===== src/rtl/spi_sclk_burst_gen.sv =====
// spi_sclk_burst_gen: SPI master SCLK burst and framing generator.
// Emits exactly N SCLK cycles per transaction with a runtime half-period,
// all four CPOL/CPHA modes, active-low chip select and shift/sample strobes.
// Optional guard timing (lead-in, trail and minimum cs-high gap) is built
// when SPI_SCLK_GUARD_EN is defined.
//
// state | meaning
// IDLE  | cs high, sclk follows live cpol, waiting for start with nbits!=0
// LEAD  | cs low for H cycles before the first edge (guard builds only)
// RUN   | toggling sclk every H cycles until 2N edges are produced
// TRAIL | cs held low for H cycles after the last edge (guard builds only)
// GAP   | cs high for H cycles, start ignored (guard builds only)
module spi_sclk_burst_gen #(
  parameter int DIV_W  = 16,
  parameter int CNT_W  = 6,
  parameter int EDGE_W = CNT_W + 1
) (
  input  logic             clock,
  input  logic             reset,
  input  logic             start,
  input  logic             cpol,
  input  logic             cpha,
  input  logic [DIV_W-1:0] half_div,
  input  logic [CNT_W-1:0] nbits,
  output logic             busy,
  output logic             done,
  output logic             cs_n_o,
  output logic             sclk_o,
  output logic             shift_stb,
  output logic             sample_stb
);

  typedef enum logic [2:0] {
    S_IDLE  = 3'd0,
    S_LEAD  = 3'd1,
    S_RUN   = 3'd2,
    S_TRAIL = 3'd3,
    S_GAP   = 3'd4
  } state_t;

  state_t              r_state;
  state_t              w_next;
  logic [DIV_W-1:0]    r_h;
  logic [DIV_W-1:0]    r_hcnt;
  logic [CNT_W-1:0]    r_n;
  logic [EDGE_W-1:0]   r_edge;
  logic                r_cpha;
  logic                r_sclk;
  logic                r_done;
  logic                r_shift;
  logic                r_sample;

  logic                w_accept;
  logic                w_hwrap;
  logic                w_last;
  logic [EDGE_W-1:0]   w_two_n;
  logic [EDGE_W-1:0]   w_edge_nx;
  logic                w_leading;
  logic                w_shift_nx;
  logic                w_sample_nx;
  logic [DIV_W-1:0]    w_h_nx;

  assign w_accept    = start && (nbits != '0);
  assign w_hwrap     = (r_hcnt == r_h - DIV_W'(1));
  assign w_two_n     = {r_n, 1'b0};
  assign w_last      = (r_edge == w_two_n);
  assign w_edge_nx   = r_edge + EDGE_W'(1);
  // odd edge numbers move sclk away from the idle level
  assign w_leading   = w_edge_nx[0];
  // in CPHA=0 the first bit is preloaded, so the final trailing edge has no shift
  assign w_shift_nx  = r_cpha ? w_leading : (!w_leading && (w_edge_nx != w_two_n));
  assign w_sample_nx = r_cpha ? !w_leading : w_leading;
  assign w_h_nx      = (half_div == '0) ? DIV_W'(1) : half_div;

  // State register
  always_ff @(posedge clock) begin
    if (reset) r_state <= S_IDLE;
    else       r_state <= w_next;
  end

  // Next-state decode
  always_comb begin
    w_next = r_state;
    case (r_state)
      S_IDLE: begin
        if (w_accept) begin
`ifdef SPI_SCLK_GUARD_EN
          w_next = S_LEAD;
`else
          w_next = S_RUN;
`endif
        end
      end
      S_RUN: begin
        if (w_last) begin
`ifdef SPI_SCLK_GUARD_EN
          w_next = S_TRAIL;
`else
          w_next = S_IDLE;
`endif
        end
      end
`ifdef SPI_SCLK_GUARD_EN
      S_LEAD:  if (w_hwrap) w_next = S_RUN;
      S_TRAIL: if (w_hwrap) w_next = S_GAP;
      S_GAP:   if (w_hwrap) w_next = S_IDLE;
`endif
      default: w_next = S_IDLE;
    endcase
  end

  // Framing outputs decoded from the current state
  always_comb begin
    busy   = 1'b0;
    cs_n_o = 1'b1;
    if ((r_state != S_IDLE) && (r_state != S_GAP)) begin
      busy   = 1'b1;
      cs_n_o = 1'b0;
    end
  end

  // Half-period/edge counters, sclk level, strobes and done pulse
  always_ff @(posedge clock) begin
    if (reset) begin
      r_h      <= '0;
      r_hcnt   <= '0;
      r_n      <= '0;
      r_edge   <= '0;
      r_cpha   <= 1'b0;
      r_sclk   <= 1'b0;
      r_done   <= 1'b0;
      r_shift  <= 1'b0;
      r_sample <= 1'b0;
    end else begin
      r_done   <= 1'b0;
      r_shift  <= 1'b0;
      r_sample <= 1'b0;
      case (r_state)
        S_IDLE: begin
          r_sclk <= cpol;
          r_hcnt <= '0;
          r_edge <= '0;
          if (w_accept) begin
            r_cpha <= cpha;
            r_h    <= w_h_nx;
            r_n    <= nbits;
          end
        end
        S_RUN: begin
          if (w_last) begin
            r_hcnt <= '0;
`ifndef SPI_SCLK_GUARD_EN
            r_done <= 1'b1;
`endif
          end else if (w_hwrap) begin
            r_hcnt   <= '0;
            r_edge   <= w_edge_nx;
            r_sclk   <= ~r_sclk;
            r_shift  <= w_shift_nx;
            r_sample <= w_sample_nx;
          end else begin
            r_hcnt <= r_hcnt + DIV_W'(1);
          end
        end
`ifdef SPI_SCLK_GUARD_EN
        S_LEAD, S_GAP: begin
          r_hcnt <= w_hwrap ? '0 : r_hcnt + DIV_W'(1);
        end
        S_TRAIL: begin
          r_hcnt <= w_hwrap ? '0 : r_hcnt + DIV_W'(1);
          if (w_hwrap) r_done <= 1'b1;
        end
`endif
        default: r_hcnt <= '0;
      endcase
    end
  end

  assign done       = r_done;
  assign sclk_o     = r_sclk;
  assign shift_stb  = r_shift;
  assign sample_stb = r_sample;

endmodule

===== config.mk =====
export PLATFORM = sky130hd
export DESIGN_NAME = spi_sclk_burst_gen
export DESIGN_NICKNAME = d
export VERILOG_FILES = /design/src/rtl/spi_sclk_burst_gen.sv
export SDC_FILE = /design/constraint.sdc
export NUM_CORES = 1
export LEC_CHECK = 0
export BUFFER_PORTS_ARGS = -buffer_cell sky130_fd_sc_hd__clkbuf_2
export CELL_PAD_IN_SITES_DETAIL_PLACEMENT = 2
export CELL_PAD_IN_SITES_GLOBAL_PLACEMENT = 2
export CORE_ASPECT_RATIO = 0.9
export CORE_MARGIN = 3
export CORE_UTILIZATION = 36
export CTS_CLUSTER_SIZE = 30
export DETAILED_ROUTE_END_ITERATION = 16
export GPL_TIMING_DRIVEN = 1
export PLACE_DENSITY_LB_ADDON = 0.1
export SETUP_SLACK_MARGIN = 0.3
export SYNTH_ARGS = -nofsm -noshare
export SYNTH_HDL_FRONTEND = slang
export SYNTH_SLANG_ARGS = --single-unit

===== constraint.sdc =====
create_clock -name clock -period 5.73 [get_ports clock]
set_input_delay 1.146 -clock clock [delete_from_list [all_inputs] [get_ports clock]]
set_output_delay 1.146 -clock clock [all_outputs]
set_load 0.03 [all_outputs]

* Word level (Yosys, flattened, before mapping) *
Index checks and enable logic that the tools add are counted.

storage, ports and cells
  flip-flop bits (word level) = 53
  latch bits = 0
  memory bits (writable) = 0
  memory bits (read-only) = 0
  input port bits = 27
  logic and storage cells = 55
  memories = 0

operators by class
  add/sub/neg operators = 3
  multipliers = 0
  divide/modulo/power cells = 0
  $lt $le $gt $ge = 0
  equal/unequal tests = 9
  shift operators = 0
  mux-type cells = 15
  bitwise logic cells = 3
  reduce and logical (&&, ||, !) cells = 15

operators with widths
  operator                                                                count
  16-bit by 1-bit adder with 16-bit output (second input constant)        1
  16-bit equality test                                                    1
  16-bit zero test                                                        1
  16-bit 2-to-1 mux                                                       1
  16-bit by 1-bit subtractor with 16-bit output (second input constant)   1
  7-bit 2-to-1 mux                                                        2
  7-bit case mux with 2 select lines                                      1
  2-bit inequality test (second input constant)                           4
  4-bit OR reduction                                                      2
  7-bit by 1-bit adder with 7-bit output (second input constant)          1
  7-bit equality test                                                     1
  1-bit 2-to-1 mux                                                        7
  7-bit inequality test                                                   1
  3-bit 2-to-1 mux                                                        2
  3-bit case mux with 2 select lines                                      1
  6-bit nonzero test                                                      1
  2-bit AND reduction                                                     2
  3-bit by 2-bit equality test with 1-bit output (second input constant)  1
  1-bit logical AND                                                       3
  3-bit zero test                                                         1
  3-bit inequality test (second input constant)                           1
  1-bit inverter                                                          3
  3-bit AND reduction                                                     1
  3-bit nonzero test                                                      1
  4 further kinds                                                         4

* Logic depth before layout (Yosys ltp) *
  depth after elaboration = 5
  mapped depth = 10
  gate-level depth less buffers = 9

* Least setup slack after synthesis *
No wires, ideal clock.

  path type = reg2reg
  from = register r_h[2]
  to = register r_edge[3]
  setup time = 0.072 ns
  arrival time = 2.817 ns
  setup slack = 2.842 ns
  stages on the path, launching flop included = 10
  path buffers = 2
  clock period less this slack = 2.888 ns
  cells stage by stage = dfxtp_1 buf_6 or4_4 or4_1 a21oi_1 o22ai_1 or4b_4 buf_6 or3_1 a21oi_1

between the ends
  cells in the longest elaborated chain, start to end = 4

ends and longest elaborated chain
  what                                           line  RTL
  start: declaration                             43    logic [DIV_W-1:0] r_h;
  start signal: assignment                       145   r_h <= w_h_nx;
  16-bit by 1-bit subtractor with 16-bit output  64    assign w_hwrap = (r_hcnt == r_h - DIV_W'(1));
  16-bit equality test                           64
  2-bit inequality test (no line)                -
  3-bit AND reduction (no line)                  -
  end signal: assignment                         157   r_edge <= w_edge_nx;
  end: declaration                               46    logic [EDGE_W-1:0] r_edge;

Every way passes these cells.
A chain may end at the register's enable or synchronous reset.

* Worst setup path after layout *
  from = register r_h[4]
  to = register r_hcnt[11]

between the ends
  cells in the longest elaborated chain, start to end = 3

ends and longest elaborated chain
  what                                           line  RTL
  16-bit by 1-bit subtractor with 16-bit output  64
  16-bit equality test                           64
  4-bit OR reduction (no line)                   -
  end signal: assignment                         162   r_hcnt <= r_hcnt + DIV_W'(1);
  end: declaration                               44    logic [DIV_W-1:0] r_hcnt;

Every way passes these cells.

==> reports/results.tsv <==
metric	value	unit
count of non-filler cells in the finished layout	461	
most frequent standard cell in the layout excluding fill and tap cells	sky130_fd_sc_hd__nand2_1	
residual overflow from global routing	0	
setup repair after global routing missed its margin	no	
count of cells resized by post-cts repair	0	
min-delay worst type	flop to flop	
htree depth	2	
run status	complete, no violations	
number of antenna violations at the first check in global routing	0	
floorplan die width	97.71	um
post-route core utilization	41.94	%
critical path capture point type	flop	
Pwr Density	246.3	mW/mm2
post-synthesis cell area	0.002725	mm2
data arrival time of the worst path	3.64	ns
total track usage	20.30	%
diodes inserted	0	
mean area per synthesized cell	7.899	um2
cell at the slowest stage of the critical path	sky130_fd_sc_hd__nor4_1	
proportion of synthesized flip-flops having asynchronous set or reset	0	%
most used cells in the layout excluding fill and tap cells	sky130_fd_sc_hd__nand2_1 (61), sky130_fd_sc_hd__dfxtp_1 (51), sky130_fd_sc_hd__clkbuf_2 (32)	
number of enable flip-flop cells after synthesis	0	
worst voltage drop across the vdd grid	0.1145	mV
type of the worst setup path	flop to flop	
number of I/O pins	33	
via count	2532	
post-detailed-route DRC marker count	0	
data required time of the critical path	5.90	ns
length of the first detailed-routing pass in iterations	4	
global placer's final weighted congestion	0.8370	
violation count after the first detailed-routing iteration	61	
clock network latency to the later pin of the worst-skew pair	0.31	ns
number of cells after detailed placement	454	
Max Cap Violations	0	
global-route wire length before repair	14000	um
number of buffers created by CTS	5	
quantity of I/O buffers inserted on ports	32	
Post CTS Setup Buffer Count	0	
TritonCTS clock tree	built	
final net count	398	
time the final worst path needs with I/O delays and setup	3.472	ns
standby leakage power	1.114	nW
flip-flop and latch count after synthesis	51	
area of the die	0.008651	mm2
master cell of the clock root buffer	sky130_fd_sc_hd__clkbuf_8	
setup skew after layout	0.007075	ns
HPWL reported at the end of detailed placement	6298	um
delay of the slowest cell on the worst path	0.84	ns
share of cells above drive strength 1	12.23	%
number of hold violations in the final report	0	
cell types with the largest area share after synthesis	sky130_fd_sc_hd__dfxtp_1 (37%), sky130_fd_sc_hd__nand2_1 (8.4%), sky130_fd_sc_hd__xor2_1 (8.0%)	
post-synthesis cell count	345	
Max FO, Critical Path	16	
area occupied by multi-input gates	0.001602	mm2
wirelength, routed	8206	um
FF+latch area	0.001021	mm2
via count of the first global-routing pass	2647	
detailed-route vias per instance	5.492	
syn_nets	375	
fraction of synthesized cell area taken by the top area cell type	37.47	%
antenna violation net count after detailed routing	0	
CTS clk-pin slew, worst paths	0.09	ns
WL per Instance	17.80	um
maximum clock insertion buffer count	2	
Core Box Area	0.007184	mm2
Die Y-Extent	88.54	um
final worst path period share	60.59	%
largest net degree at the start of global routing	28	
fill cell instance count of the final layout	875	
starting utilization of the core area	37.93	%
count of clock tree sinks	51	
row count	29	
slew at the pin closest to its max-slew limit	0.9426	ns
critical path cell sequence	nor4_1 -> nand2_1 -> nor3_1 -> o2111a_1 -> or4b_4 -> nand3_1 -> nor2_1	
cts-stage hold buffer count	0	
post-synthesis cell type count	50	
maximum achievable frequency	288.0	MHz
total negative slack	0	ns
biggest area consumer among synthesized cells	sky130_fd_sc_hd__dfxtp_1	
category of the worst setup path launch point	flop	
dominant delay contributor by cell family on the critical path	simple AND/OR/NAND/NOR gates	
Finish-stage setup viols	0	
Main synth FF type	sky130_fd_sc_hd__dfxtp_1	
sequential element share of the synthesized area	37.47	%
area added between synthesis and finish	10.56	%
number of synthesis warnings	0	
max-slew violation total from the final report	0	
number of buffers and inverters on the critical path	0	
Max transition margin	36.58	%
## sequential cells by signal, indices dropped and copies added, names as in the netlist
name	count
r_edge	7
r_hcnt	16
sample_stb	1
shift_stb	1
r_state	1
r_cpha	1
r_n	6
done	1
r_h	16
sclk_o	1
## synthesized netlist by cell type (2+ instances only)
cell and count:
sky130_fd_sc_hd__a22oi_1 2, sky130_fd_sc_hd__or2_2 2, sky130_fd_sc_hd__nand3_1 16, sky130_fd_sc_hd__ha_1 3, sky130_fd_sc_hd__nor3_1 9, sky130_fd_sc_hd__nand2_1 61, sky130_fd_sc_hd__a21oi_1 31, sky130_fd_sc_hd__nor4_1 12
sky130_fd_sc_hd__and3_1 5, sky130_fd_sc_hd__o21a_1 2, sky130_fd_sc_hd__mux2i_1 2, sky130_fd_sc_hd__inv_1 6, sky130_fd_sc_hd__a311oi_1 2, sky130_fd_sc_hd__xor2_1 25, sky130_fd_sc_hd__clkbuf_1 13, sky130_fd_sc_hd__xnor2_1 20
sky130_fd_sc_hd__o21ai_0 6, sky130_fd_sc_hd__o31ai_1 4, sky130_fd_sc_hd__nand4_1 3, sky130_fd_sc_hd__dfxtp_1 51, sky130_fd_sc_hd__a21o_1 2, sky130_fd_sc_hd__nor4b_1 3, sky130_fd_sc_hd__nor2_1 31, sky130_fd_sc_hd__or4_1 4
sky130_fd_sc_hd__buf_6 2, sky130_fd_sc_hd__or3_1 4
## worst paths after layout
path	startpoint	end	slack, ns	depth (start not counted)
worst max-delay path	r_h[4]	r_hcnt[11]	2.26	7
worst min register to register	r_n[5]	r_n[5]	0.49	2
worst min-delay path	r_n[5]	r_n[5]	0.49	2
worst max register to register	r_h[4]	r_hcnt[11]	2.26	7
## logic make-up (layout without fill, tap and decap cells)
family	after synthesis	after routing	synth area share, %
simple gates	158	158	27.87
buf+inv	23	46	3.765
mux	2	2	0.7346
flops	51	51	37.47
compound gates	63	63	14.33
fa+ha+maj	3	3	1.378
xor+xnor	45	45	14.46
## metal layers
layer | wire [um] | part of all wire, % | vias up | GRT usage [%]
li1 | - | - | 1254 | -
met4 | 91 | 1.1 | 0 | 5.283
met5 | 0 | 0 | - | 0
met1 | 4300 | 52 | 1235 | 28.50
met3 | 222 | 2.7 | 8 | 2.994
met2 | 3592 | 44 | 35 | 32.98
## worst reg2reg max path, cell delays in order (launching register included)
cell	delay, ns
sky130_fd_sc_hd__dfxtp_1	0.39
sky130_fd_sc_hd__nor4_1	0.84
sky130_fd_sc_hd__nand2_1	0.25
sky130_fd_sc_hd__nor3_1	0.35
sky130_fd_sc_hd__o2111a_1	0.27
sky130_fd_sc_hd__or4b_4	0.56
sky130_fd_sc_hd__nand3_1	0.52
sky130_fd_sc_hd__nor2_1	0.14
## per-stage QoR
stage	cell area, um2	power (mW)	hold slack [ns]	worst slack [ns]
final	3013	0.7420	0.4925	2.258
after global routing	3013	0.7862	0.5236	1.905
after CTS	3013	0.7517	0.4916	2.230
after detailed placement	2925	0.5306	0.4777	2.336
after global placement	2925	0.5241	0.4604	2.487
after floorplan	2725	0.4860	0.4478	2.842
## report_power, final
part,switching (mW),internal (mW),total (mW)
Clock,0.123,0.0952,0.218
Sequential,0.0184,0.367,0.385
Combinational,0.0864,0.0518,0.138
## layout make-up
cell class	instances	share of cell area [%]
flip-flops and latches	51	33.89
multi-input cells	271	53.16
well taps	93	3.862
inverters	7	0.8721
clock buffers	6	2.741
repair buffers	32	5.316
clock inverters	1	0.1661
Power figures use the tool's default switching activity.
